===== src/rtl/axil_arbiter_2m_pkg.sv =====
// rtl/axil_arbiter_2m_pkg.sv - shared constants and helpers for the two-master AXI-Lite arbiter
package axil_arbiter_2m_pkg;

    localparam int AXI_ADDR_W = 32;
    localparam int AXI_DATA_W = 32;

    localparam logic [1:0] RESP_OKAY   = 2'b00;
    localparam logic [1:0] RESP_EXOKAY = 2'b01;
    localparam logic [1:0] RESP_SLVERR = 2'b10;
    localparam logic [1:0] RESP_DECERR = 2'b11;

    typedef logic [2:0] state_t;

    localparam state_t ST_IDLE     = 3'd0;
    localparam state_t ST_WR_ADDR  = 3'd1;
    localparam state_t ST_WR_RESP  = 3'd2;
    localparam state_t ST_RD_ADDR  = 3'd3;
    localparam state_t ST_RD_DATA  = 3'd4;
    localparam state_t ST_ERR_WR   = 3'd5;
    localparam state_t ST_ERR_RESP = 3'd6;

    // True when the upper address half selects the bridge window.
    function automatic logic window_hit(input logic [15:0] addr_hi, input logic [15:0] base_hi);
        return addr_hi == base_hi;
    endfunction

endpackage


===== src/rtl/axil_rr_pick.sv =====
// rtl/axil_rr_pick.sv - two-master round-robin picker with write-over-read priority
module axil_rr_pick (
    input  logic [1:0] wreq_i,
    input  logic [1:0] rreq_i,
    input  logic       rr_ptr_i,
    output logic       gnt_m_o,
    output logic       gnt_wr_o,
    output logic       any_o
);

    logic [1:0] req;

    assign req   = wreq_i | rreq_i;
    assign any_o = |req;

    // Lone requester wins outright; on contention the round-robin pointer decides.
    always_comb begin
        gnt_m_o = 1'b0;
        if (req[0] && req[1]) begin
            gnt_m_o = rr_ptr_i;
        end else if (req[1]) begin
            gnt_m_o = 1'b1;
        end
        gnt_wr_o = wreq_i[gnt_m_o];
    end

endmodule


===== src/rtl/axil_arbiter_2m.sv =====
// rtl/axil_arbiter_2m.sv - two-master AXI-Lite arbiter in front of the AXI-Lite-to-APB bridge
module axil_arbiter_2m
    import axil_arbiter_2m_pkg::*;
#(
    parameter int          ADDR_W  = AXI_ADDR_W,
    parameter int          DATA_W  = AXI_DATA_W,
    parameter logic [15:0] BASE_HI = 16'h4000
) (
    input  logic              ACLK,
    input  logic              ARESET,
    input  logic [ADDR_W-1:0] M0_AWADDR,
    input  logic              M0_AWVALID,
    output logic              M0_AWREADY,
    input  logic [DATA_W-1:0] M0_WDATA,
    input  logic              M0_WVALID,
    output logic              M0_WREADY,
    output logic [1:0]        M0_BRESP,
    output logic              M0_BVALID,
    input  logic              M0_BREADY,
    input  logic [ADDR_W-1:0] M0_ARADDR,
    input  logic              M0_ARVALID,
    output logic              M0_ARREADY,
    output logic [DATA_W-1:0] M0_RDATA,
    output logic [1:0]        M0_RRESP,
    output logic              M0_RVALID,
    input  logic              M0_RREADY,
    input  logic [ADDR_W-1:0] M1_AWADDR,
    input  logic              M1_AWVALID,
    output logic              M1_AWREADY,
    input  logic [DATA_W-1:0] M1_WDATA,
    input  logic              M1_WVALID,
    output logic              M1_WREADY,
    output logic [1:0]        M1_BRESP,
    output logic              M1_BVALID,
    input  logic              M1_BREADY,
    input  logic [ADDR_W-1:0] M1_ARADDR,
    input  logic              M1_ARVALID,
    output logic              M1_ARREADY,
    output logic [DATA_W-1:0] M1_RDATA,
    output logic [1:0]        M1_RRESP,
    output logic              M1_RVALID,
    input  logic              M1_RREADY,
    output logic [ADDR_W-1:0] S_AWADDR,
    output logic [2:0]        S_AWPROT,
    output logic              S_AWVALID,
    input  logic              S_AWREADY,
    output logic [DATA_W-1:0] S_WDATA,
    output logic              S_WVALID,
    input  logic              S_WREADY,
    input  logic [1:0]        S_BRESP,
    input  logic              S_BVALID,
    output logic              S_BREADY,
    output logic [ADDR_W-1:0] S_ARADDR,
    output logic [2:0]        S_ARPROT,
    output logic              S_ARVALID,
    input  logic              S_ARREADY,
    input  logic [DATA_W-1:0] S_RDATA,
    input  logic [1:0]        S_RRESP,
    input  logic              S_RVALID,
    output logic              S_RREADY
);

    state_t state_q, state_d;
    logic   rr_ptr_q, rr_ptr_d;
    logic   gnt_m_q, gnt_m_d;
    logic   gnt_wr_q, gnt_wr_d;
    logic   aw_done_q, aw_done_d;
    logic   w_done_q, w_done_d;
    logic   ar_done_q, ar_done_d;

    logic        pick_m, pick_wr, pick_any, pick_hit;
    logic [15:0] pick_hi;

    logic g_awvalid, g_wvalid, g_bready, g_arvalid, g_rready;

    logic              aw_rdy, w_rdy, ar_rdy, b_valid, r_valid;
    logic [1:0]        b_resp, r_resp;
    logic [DATA_W-1:0] r_data;

    axil_rr_pick u_pick (
        .wreq_i   ({M1_AWVALID | M1_WVALID, M0_AWVALID | M0_WVALID}),
        .rreq_i   ({M1_ARVALID, M0_ARVALID}),
        .rr_ptr_i (rr_ptr_q),
        .gnt_m_o  (pick_m),
        .gnt_wr_o (pick_wr),
        .any_o    (pick_any)
    );

    // A write granted on W alone is decoded on whatever AWADDR the master presents alongside it.
    assign pick_hi  = pick_m ? (pick_wr ? M1_AWADDR[31:16] : M1_ARADDR[31:16])
                             : (pick_wr ? M0_AWADDR[31:16] : M0_ARADDR[31:16]);
    assign pick_hit = window_hit(pick_hi, BASE_HI);

    assign g_awvalid = gnt_m_q ? M1_AWVALID : M0_AWVALID;
    assign g_wvalid  = gnt_m_q ? M1_WVALID  : M0_WVALID;
    assign g_bready  = gnt_m_q ? M1_BREADY  : M0_BREADY;
    assign g_arvalid = gnt_m_q ? M1_ARVALID : M0_ARVALID;
    assign g_rready  = gnt_m_q ? M1_RREADY  : M0_RREADY;

    assign S_AWADDR = gnt_m_q ? M1_AWADDR : M0_AWADDR;
    assign S_WDATA  = gnt_m_q ? M1_WDATA  : M0_WDATA;
    assign S_ARADDR = gnt_m_q ? M1_ARADDR : M0_ARADDR;
    assign S_AWPROT = 3'b000;
    assign S_ARPROT = 3'b000;

    // Channel handshake signals for the granted master and the bridge, per state.
    always_comb begin
        S_AWVALID = 1'b0;
        S_WVALID  = 1'b0;
        S_BREADY  = 1'b0;
        S_ARVALID = 1'b0;
        S_RREADY  = 1'b0;
        aw_rdy    = 1'b0;
        w_rdy     = 1'b0;
        ar_rdy    = 1'b0;
        b_valid   = 1'b0;
        b_resp    = RESP_OKAY;
        r_valid   = 1'b0;
        r_resp    = RESP_OKAY;
        r_data    = '0;
        case (state_q)
            ST_WR_ADDR: begin
                S_AWVALID = g_awvalid & ~aw_done_q;
                aw_rdy    = S_AWREADY & ~aw_done_q;
                S_WVALID  = g_wvalid & ~w_done_q;
                w_rdy     = S_WREADY & ~w_done_q;
            end
            ST_WR_RESP: begin
                S_BREADY = g_bready;
                b_valid  = S_BVALID;
                b_resp   = S_BRESP;
            end
            ST_RD_ADDR: begin
                S_ARVALID = g_arvalid;
                ar_rdy    = S_ARREADY;
            end
            ST_RD_DATA: begin
                S_RREADY = g_rready;
                r_valid  = S_RVALID;
                r_resp   = S_RRESP;
                r_data   = S_RDATA;
            end
            ST_ERR_WR: begin
                aw_rdy = ~aw_done_q;
                w_rdy  = ~w_done_q;
            end
            ST_ERR_RESP: begin
                if (gnt_wr_q) begin
                    b_valid = 1'b1;
                    b_resp  = RESP_DECERR;
                end else if (!ar_done_q) begin
                    ar_rdy = 1'b1;
                end else begin
                    r_valid = 1'b1;
                    r_resp  = RESP_DECERR;
                end
            end
            default: ;
        endcase
    end

    assign M0_AWREADY = aw_rdy  & ~gnt_m_q;
    assign M0_WREADY  = w_rdy   & ~gnt_m_q;
    assign M0_BVALID  = b_valid & ~gnt_m_q;
    assign M0_BRESP   = b_resp  & {2{~gnt_m_q}};
    assign M0_ARREADY = ar_rdy  & ~gnt_m_q;
    assign M0_RVALID  = r_valid & ~gnt_m_q;
    assign M0_RRESP   = r_resp  & {2{~gnt_m_q}};
    assign M0_RDATA   = r_data  & {DATA_W{~gnt_m_q}};
    assign M1_AWREADY = aw_rdy  & gnt_m_q;
    assign M1_WREADY  = w_rdy   & gnt_m_q;
    assign M1_BVALID  = b_valid & gnt_m_q;
    assign M1_BRESP   = b_resp  & {2{gnt_m_q}};
    assign M1_ARREADY = ar_rdy  & gnt_m_q;
    assign M1_RVALID  = r_valid & gnt_m_q;
    assign M1_RRESP   = r_resp  & {2{gnt_m_q}};
    assign M1_RDATA   = r_data  & {DATA_W{gnt_m_q}};

    // Transaction sequencing; every return to IDLE hands priority to the other master.
    always_comb begin
        state_d   = state_q;
        rr_ptr_d  = rr_ptr_q;
        gnt_m_d   = gnt_m_q;
        gnt_wr_d  = gnt_wr_q;
        aw_done_d = aw_done_q;
        w_done_d  = w_done_q;
        ar_done_d = ar_done_q;
        case (state_q)
            ST_IDLE: begin
                if (pick_any) begin
                    gnt_m_d   = pick_m;
                    gnt_wr_d  = pick_wr;
                    aw_done_d = 1'b0;
                    w_done_d  = 1'b0;
                    ar_done_d = 1'b0;
                    if (pick_wr) begin
                        state_d = pick_hit ? ST_WR_ADDR : ST_ERR_WR;
                    end else begin
                        state_d = pick_hit ? ST_RD_ADDR : ST_ERR_RESP;
                    end
                end
            end
            ST_WR_ADDR, ST_ERR_WR: begin
                aw_done_d = aw_done_q | (g_awvalid & aw_rdy);
                w_done_d  = w_done_q  | (g_wvalid & w_rdy);
                if (aw_done_d && w_done_d) begin
                    state_d = (state_q == ST_WR_ADDR) ? ST_WR_RESP : ST_ERR_RESP;
                end
            end
            ST_WR_RESP: if (b_valid && g_bready) state_d = ST_IDLE;
            ST_RD_ADDR: if (g_arvalid && ar_rdy) state_d = ST_RD_DATA;
            ST_RD_DATA: if (r_valid && g_rready) state_d = ST_IDLE;
            ST_ERR_RESP: begin
                if (g_arvalid && ar_rdy) ar_done_d = 1'b1;
                if ((b_valid && g_bready) || (r_valid && g_rready)) state_d = ST_IDLE;
            end
            default: state_d = ST_IDLE;
        endcase
        if (state_q != ST_IDLE && state_d == ST_IDLE) begin
            rr_ptr_d = ~gnt_m_q;
        end
    end

    // State registers; reset abandons any transaction in flight.
    always_ff @(posedge ACLK) begin
        if (ARESET) begin
            state_q   <= ST_IDLE;
            rr_ptr_q  <= 1'b0;
            gnt_m_q   <= 1'b0;
            gnt_wr_q  <= 1'b0;
            aw_done_q <= 1'b0;
            w_done_q  <= 1'b0;
            ar_done_q <= 1'b0;
        end else begin
            state_q   <= state_d;
            rr_ptr_q  <= rr_ptr_d;
            gnt_m_q   <= gnt_m_d;
            gnt_wr_q  <= gnt_wr_d;
            aw_done_q <= aw_done_d;
            w_done_q  <= w_done_d;
            ar_done_q <= ar_done_d;
        end
    end

endmodule


===== config.mk =====
export PLATFORM = sky130hd
export DESIGN_NAME = axil_arbiter_2m
export DESIGN_NICKNAME = d
export VERILOG_FILES = /design/src/rtl/axil_arbiter_2m_pkg.sv /design/src/rtl/axil_rr_pick.sv /design/src/rtl/axil_arbiter_2m.sv
export SDC_FILE = /design/constraint.sdc
export NUM_CORES = 1
export LEC_CHECK = 0
export CAP_MARGIN = 20
export CELL_PAD_IN_SITES_DETAIL_PLACEMENT = 0
export CELL_PAD_IN_SITES_GLOBAL_PLACEMENT = 1
export CORE_AREA = 2 2 167 169
export CTS_CLUSTER_SIZE = 10
export DETAILED_ROUTE_END_ITERATION = 10
export DIE_AREA = 0 0 169 171
export DONT_BUFFER_PORTS = 1
export PLACE_DENSITY_LB_ADDON = 0.1
export SLEW_MARGIN = 20
export SYNTH_ARGS = -nofsm -noshare
export SYNTH_HDL_FRONTEND = slang
export SYNTH_SLANG_ARGS = --single-unit

===== constraint.sdc =====
create_clock -name ACLK -period 4.9 [get_ports ACLK]
set_input_delay 0.49 -clock ACLK [delete_from_list [all_inputs] [get_ports ACLK]]
set_output_delay 0.49 -clock ACLK [all_outputs]
set_load 0.01 [all_outputs]

==> impl_metrics.yaml, run 1 <==
global_route:
  grt_overflow: 0
  grt_pass1_wl_um: 16700
  grt_usage: 0.0776
  grt_max_degree: 61
  grt_pass1_vias: 2575
  grt_antenna_before_repair: 1
hold_path:
  hp-class: "in -> reg"
logic_synthesis:
  avgSynthCellArea_um2: 7.96
  ys_types: 42
  synthTopCellsByArea: "mux2_2, and2_1, dfxtp_1"
  synth_top_area_cell: "mux2_2"
  yosysTopAreaCellShare: 0.407
  yosys_warnings: 0
  synth.cell_area_um2: 2660
  synth-seq-cells: 9
  synth_ff_type: "dfxtp_1"
  synth_edf_count: 0
  seq_area_frac_synth: 0.0678
  async_flop_share: 0
  postSynthCellCount: 334
sta:
  final_hold_viol_count: 0
  fin_tns_setup_ns: 0
  min_period_over_period: 0.569
  final.setup_skew_ns: 0.000668
  tightestPinTransition_ns: 0.804
  maxSlewViolCount: 0
  min_period_ns: 2.79
  slew_headroom: 0.459
  rsz0062_at_grt: "false"
  setup_viol: 0
  max_clock_freq_mhz: 358
detailed_routing:
  vias: 2589
  wl_met2_um: 7150
  drt-pass1-iter-count: 4
  met1_length_um: 4690
  top_layer_used: "met4"
  drt-total-wl_um: 13200
  drt_iter0_markers: 64
  wire_per_inst_um: 19.9
  post_drt_via_cell_ratio: 3.90
  drc: 0
  met3_length_um: 1040
  antenna_left: 0
finish:
  num-nets-final: 563
  final_util: 0.112
  design_area_um2: 3070
  fill_cells: 3147
  final_common_cell: "mux2_2"
  drive_gt1_frac: 0.356
  area_growth_pct: 15.4
  final_cell_mix: "mux2_2, and2_1, nor2_1"
power_and_ir_drop:
  peakVddDrop_mv: 0.0750
  p_leak_nw: 0.884
  power.density_nw_per_um2: 203
clock_network:
  h-tree-depth: 1
  cts_tree: "done"
  post_cts_resized: 0
  hold_buffers: 0
  clk_pin_slew_ns: 0.04
  cts-root-buf: "clkbuf_16"
  cts_sinks: 9
  clkLatencyLatePin_ns: 0.24
  cts_buffers: 3
  clockBufferDepth: 2
  cts_setup_buffers: 0
job:
  max-cap-violations: 0
worst_setup_path:
  crit_end: "S_WDATA[30]"
  r2r_cells: 5
  worst_ep_arrival_time_ns: 2.30
  reg2reg_to: "state_q[0]"
  crit_required_ns: 4.41
  start_kind: "register"
  r2r-start: "state_q[2]"
  startpoint: "gnt_m_q"
  path_max_fanout: 60
  path_class: "reg -> out"
  ff2ff_setup_slack_ns: 2.72
  cp-end-kind: "output pin"
floorplan:
  start_util: 0.0973
  fp-row-count: 61
  ioPinCount: 434
  die_w_um: 169
  die_h_um: 171
  die-area_um2: 28900
  core-area_um2: 27300
placed_design:
  port_buffers: 0
  placed_cell_area_um2: 2990
  place.gp.congestion: 0.749
  dp_hpwl_um: 11400
outcome:
  status: "complete, no violations"
[stage by stage]
stage | hold WS, ns | cells | power (W) | setup slack [ns]
5_1_grt | 0.304 | 664 | 0.000668 | 1.94
3_5_place_dp | 0.510 | 659 | 0.000483 | 2.34
6_report | 0.310 | 664 | 0.000623 | 2.11
3_3_place_gp | 0.509 | 659 | 0.000487 | 2.40
4_1_cts | 0.307 | 663 | 0.000638 | 2.08
2_1_floorplan | 0.467 | 339 | 0.000415 | 3.04
[cell families (layout without fill, tap and decap cells)]
| family | after synthesis | count (layout) | synth area share |
|---|---|---|---|
| multiplexers | 105 | 105 | 0.442 |
| other | 1 | 7 | 0.00141 |
| flip-flops | 9 | 9 | 0.0678 |
| AND/OR/NAND/NOR | 148 | 148 | 0.324 |
| AO/OA/AOI/OAI | 34 | 34 | 0.0932 |
| buffers and inverters | 37 | 15 | 0.0711 |
[cell usage after synthesis, types with 6 or more instances]
cell and n:
a21oi_1 11, dfxtp_1 9, buf_2 12, and2_1 64, nand3_1 6, mux2_2 96
inv_1 6, mux2i_1 8, nor4_1 15, buf_4 9, nor2_1 22, clkbuf_1 8
nor3_1 14
[final cells by class]
class | instances | area [um2] | area share
Multi-Input combinational cell | 293 | 2310 | 0.754
Clock buffer | 3 | 75.1 | 0.0245
Inverter | 7 | 26.3 | 0.00856
Tap cell | 346 | 433 | 0.141
Timing Repair Buffer | 4 | 30.0 | 0.00979
Sequential cell | 9 | 184 | 0.0600
Antenna cell | 1 | 2.50 | 0.000816
Clock inverter | 1 | 5.00 | 0.00163
[worst min-delay path by stage]
stage / from / to / slack (ns) / cells after the start
2_1_floorplan: rr_ptr_q / rr_ptr_q / 0.47 / 2
4_1_cts: ARESET / gnt_m_q / 0.31 / 1
6_report: ARESET / gnt_m_q / 0.31 / 1
3_5_place_dp: rr_ptr_q / rr_ptr_q / 0.51 / 2
3_3_place_gp: rr_ptr_q / rr_ptr_q / 0.51 / 2
5_1_grt: ARESET / gnt_m_q / 0.30 / 1
[power breakdown]
part	total (W)	leakage, nW	switching [W]	internal (W)
Clock	0.000150	0.0409	0.0000416	0.000108
Sequential	0.000123	0.0745	0.0000403	0.0000826
Combinational	0.000351	0.769	0.000211	0.000139
[sequential cells by signal (all words and copies together) (netlist names)]
| register | flops |
|---|---|
| state_q | 3 |
| gnt_wr_q | 1 |
| aw_done_q | 1 |
| w_done_q | 1 |
| ar_done_q | 1 |
| rr_ptr_q | 1 |
| gnt_m_q | 1 |
[layer usage]
metal	GRT usage	vias to the layer above
li1	-	1159
met1	0.0829	1215
met2	0.151	196
met3	0.0180	19
met4	0.0234	0
met5	0	-
[worst max-delay path, stage by stage (launching register included)]
cell	delay, ns
dfxtp_4	0.85
buf_4	0.70
mux2_2	0.45
Power figures use the tool's default switching activity.
==> run 2, diff against run 1 <==
--- a/config.mk
+++ b/config.mk
@@ -8,10 +8,10 @@
 export CAP_MARGIN = 20
 export CELL_PAD_IN_SITES_DETAIL_PLACEMENT = 0
 export CELL_PAD_IN_SITES_GLOBAL_PLACEMENT = 1
-export CORE_AREA = 2 2 167 169
+export CORE_AREA = 2 2 169 171
 export CTS_CLUSTER_SIZE = 10
 export DETAILED_ROUTE_END_ITERATION = 10
-export DIE_AREA = 0 0 169 171
+export DIE_AREA = 0 0 171 173
 export DONT_BUFFER_PORTS = 1
 export PLACE_DENSITY_LB_ADDON = 0.1
 export SLEW_MARGIN = 20
==> constraint.sdc (replaced) <==
create_clock -name ACLK -period 2.9 [get_ports ACLK]
set_input_delay 0.29 -clock ACLK [delete_from_list [all_inputs] [get_ports ACLK]]
set_output_delay 0.29 -clock ACLK [all_outputs]
set_load 0.01 [all_outputs]
==> impl_metrics.yaml, run 2 (synthesized netlist as in run 1, its figures left out) <==
detailed_routing:
  post_drt_via_cell_ratio: 3.79
  vias: 2662
  drc: 0
  antenna_left: 0
  wire_per_inst_um: 19.3
  drt_iter0_markers: 62
  drt-total-wl_um: 13500
  drt-pass1-iter-count: 4
sta:
  rsz0062_at_grt: "false"
  maxSlewViolCount: 0
  tightestPinTransition_ns: 0.791
  timing.final.ws_setup_ns: 0.501
  final.setup_skew_ns: 0.00457
  min_period_over_period: 0.827
  max_clock_freq_mhz: 417
  setup_viol: 0
  slew_headroom: 0.470
  fin_tns_setup_ns: 0
  final_hold_viol_count: 0
  min_period_ns: 2.40
worst_setup_path:
  start_kind: "register"
  worst_ep_arrival_time_ns: 2.11
  crit_required_ns: 2.61
  cp-end-kind: "output pin"
  path_max_fanout: 65
  path_class: "reg -> out"
finish:
  largest_register_ffs: 3
  design_area_um2: 3150
  largest_register: "state_q"
  final_util: 0.114
  final_common_cell: "mux2_2"
  drive_gt1_frac: 0.368
  num-nets-final: 569
  multiInputGateArea_um2: 2310
  seq_area_um2: 184
  final_cell_mix: "mux2_2, and2_1, nor2_1"
  fill_cells: 3215
  fin_cells: 702
  area_growth_pct: 18.6
floorplan:
  fp-row-count: 61
  start_util: 0.0962
  die_w_um: 171
  ioPinCount: 434
  core-area_um2: 27600
  die-area_um2: 29600
  die_h_um: 173
placed_design:
  placed_cell_area_um2: 3070
  place.gp.congestion: 0.721
  port_buffers: 0
  dpl.cell_count: 697
  post-place-ws_ns: 0.742
  dp_hpwl_um: 11800
clock_network:
  cts_setup_buffers: 0
  h-tree-depth: 1
  cts-root-buf: "clkbuf_16"
  cts_sinks: 9
  clkLatencyLatePin_ns: 0.24
  post_cts_resized: 0
  clk_pin_slew_ns: 0.04
  clockBufferDepth: 2
  hold_buffers: 0
  cts_buffers: 3
  cts_tree: "done"
global_route:
  grt_usage: 0.0808
  grt_pass1_vias: 2696
  grt_antenna_before_repair: 1
  grt_max_degree: 66
  grt_pass1_wl_um: 18200
  grt_overflow: 0
hold_path:
  hp-class: "in -> reg"
outcome:
  status: "complete, no violations"
power_and_ir_drop:
  peakVddDrop_mv: 0.197
  p_leak_nw: 0.916
  power.density_nw_per_um2: 338
job:
  max-cap-violations: 0
-- run 2: final timing paths --
kind	startpoint	endpoint	slack [ns]	cells after the start
worst max-delay path	gnt_m_q	S_WDATA[30]	0.50	2
worst min-delay path	ARESET	gnt_m_q	0.11	1
worst max register to register	state_q[2]	state_q[0]	0.89	5
worst min register to register	rr_ptr_q	rr_ptr_q	0.51	2
-- run 2: layout make-up --
cell class | count | area share
clock inverters | 1 | 0.00159
flip-flops and latches | 9 | 0.0583
inverters | 7 | 0.00833
diodes | 1 | 0.000794
well taps | 378 | 0.150
repair buffers | 10 | 0.0238
multi-input cells | 293 | 0.733
clock buffers | 3 | 0.0238
-- run 2: power breakdown --
group / switching (W) / internal [W]
clock network: 0.0000684 / 0.000183
registers: 0.0000526 / 0.000140
logic: 0.000380 / 0.000244
-- run 2: metal layers --
layer / part of all wire / vias up / global-route usage / wire length (um)
li1: - / 1180 / - / -
met1: 0.38 / 1279 / 0.0902 / 5160
met2: 0.54 / 195 / 0.160 / 7340
met3: 0.065 / 8 / 0.0137 / 872
met4: 0.011 / 0 / 0.0102 / 145
met5: 0 / - / 0 / 0
-- run 2: worst max-delay path: stages (launching register included) --
cell and delay [ns]:
dfxtp_4 0.65, buf_4 0.70, mux2_2 0.46
-- run 2: metrics by stage --
step | power, W | hold slack, ns
floorplan | 0.000701 | 0.467
global placement | 0.000843 | 0.360
detailed placement | 0.000826 | 0.359
CTS | 0.00109 | 0.106
global route | 0.00115 | 0.108
finish | 0.00107 | 0.110
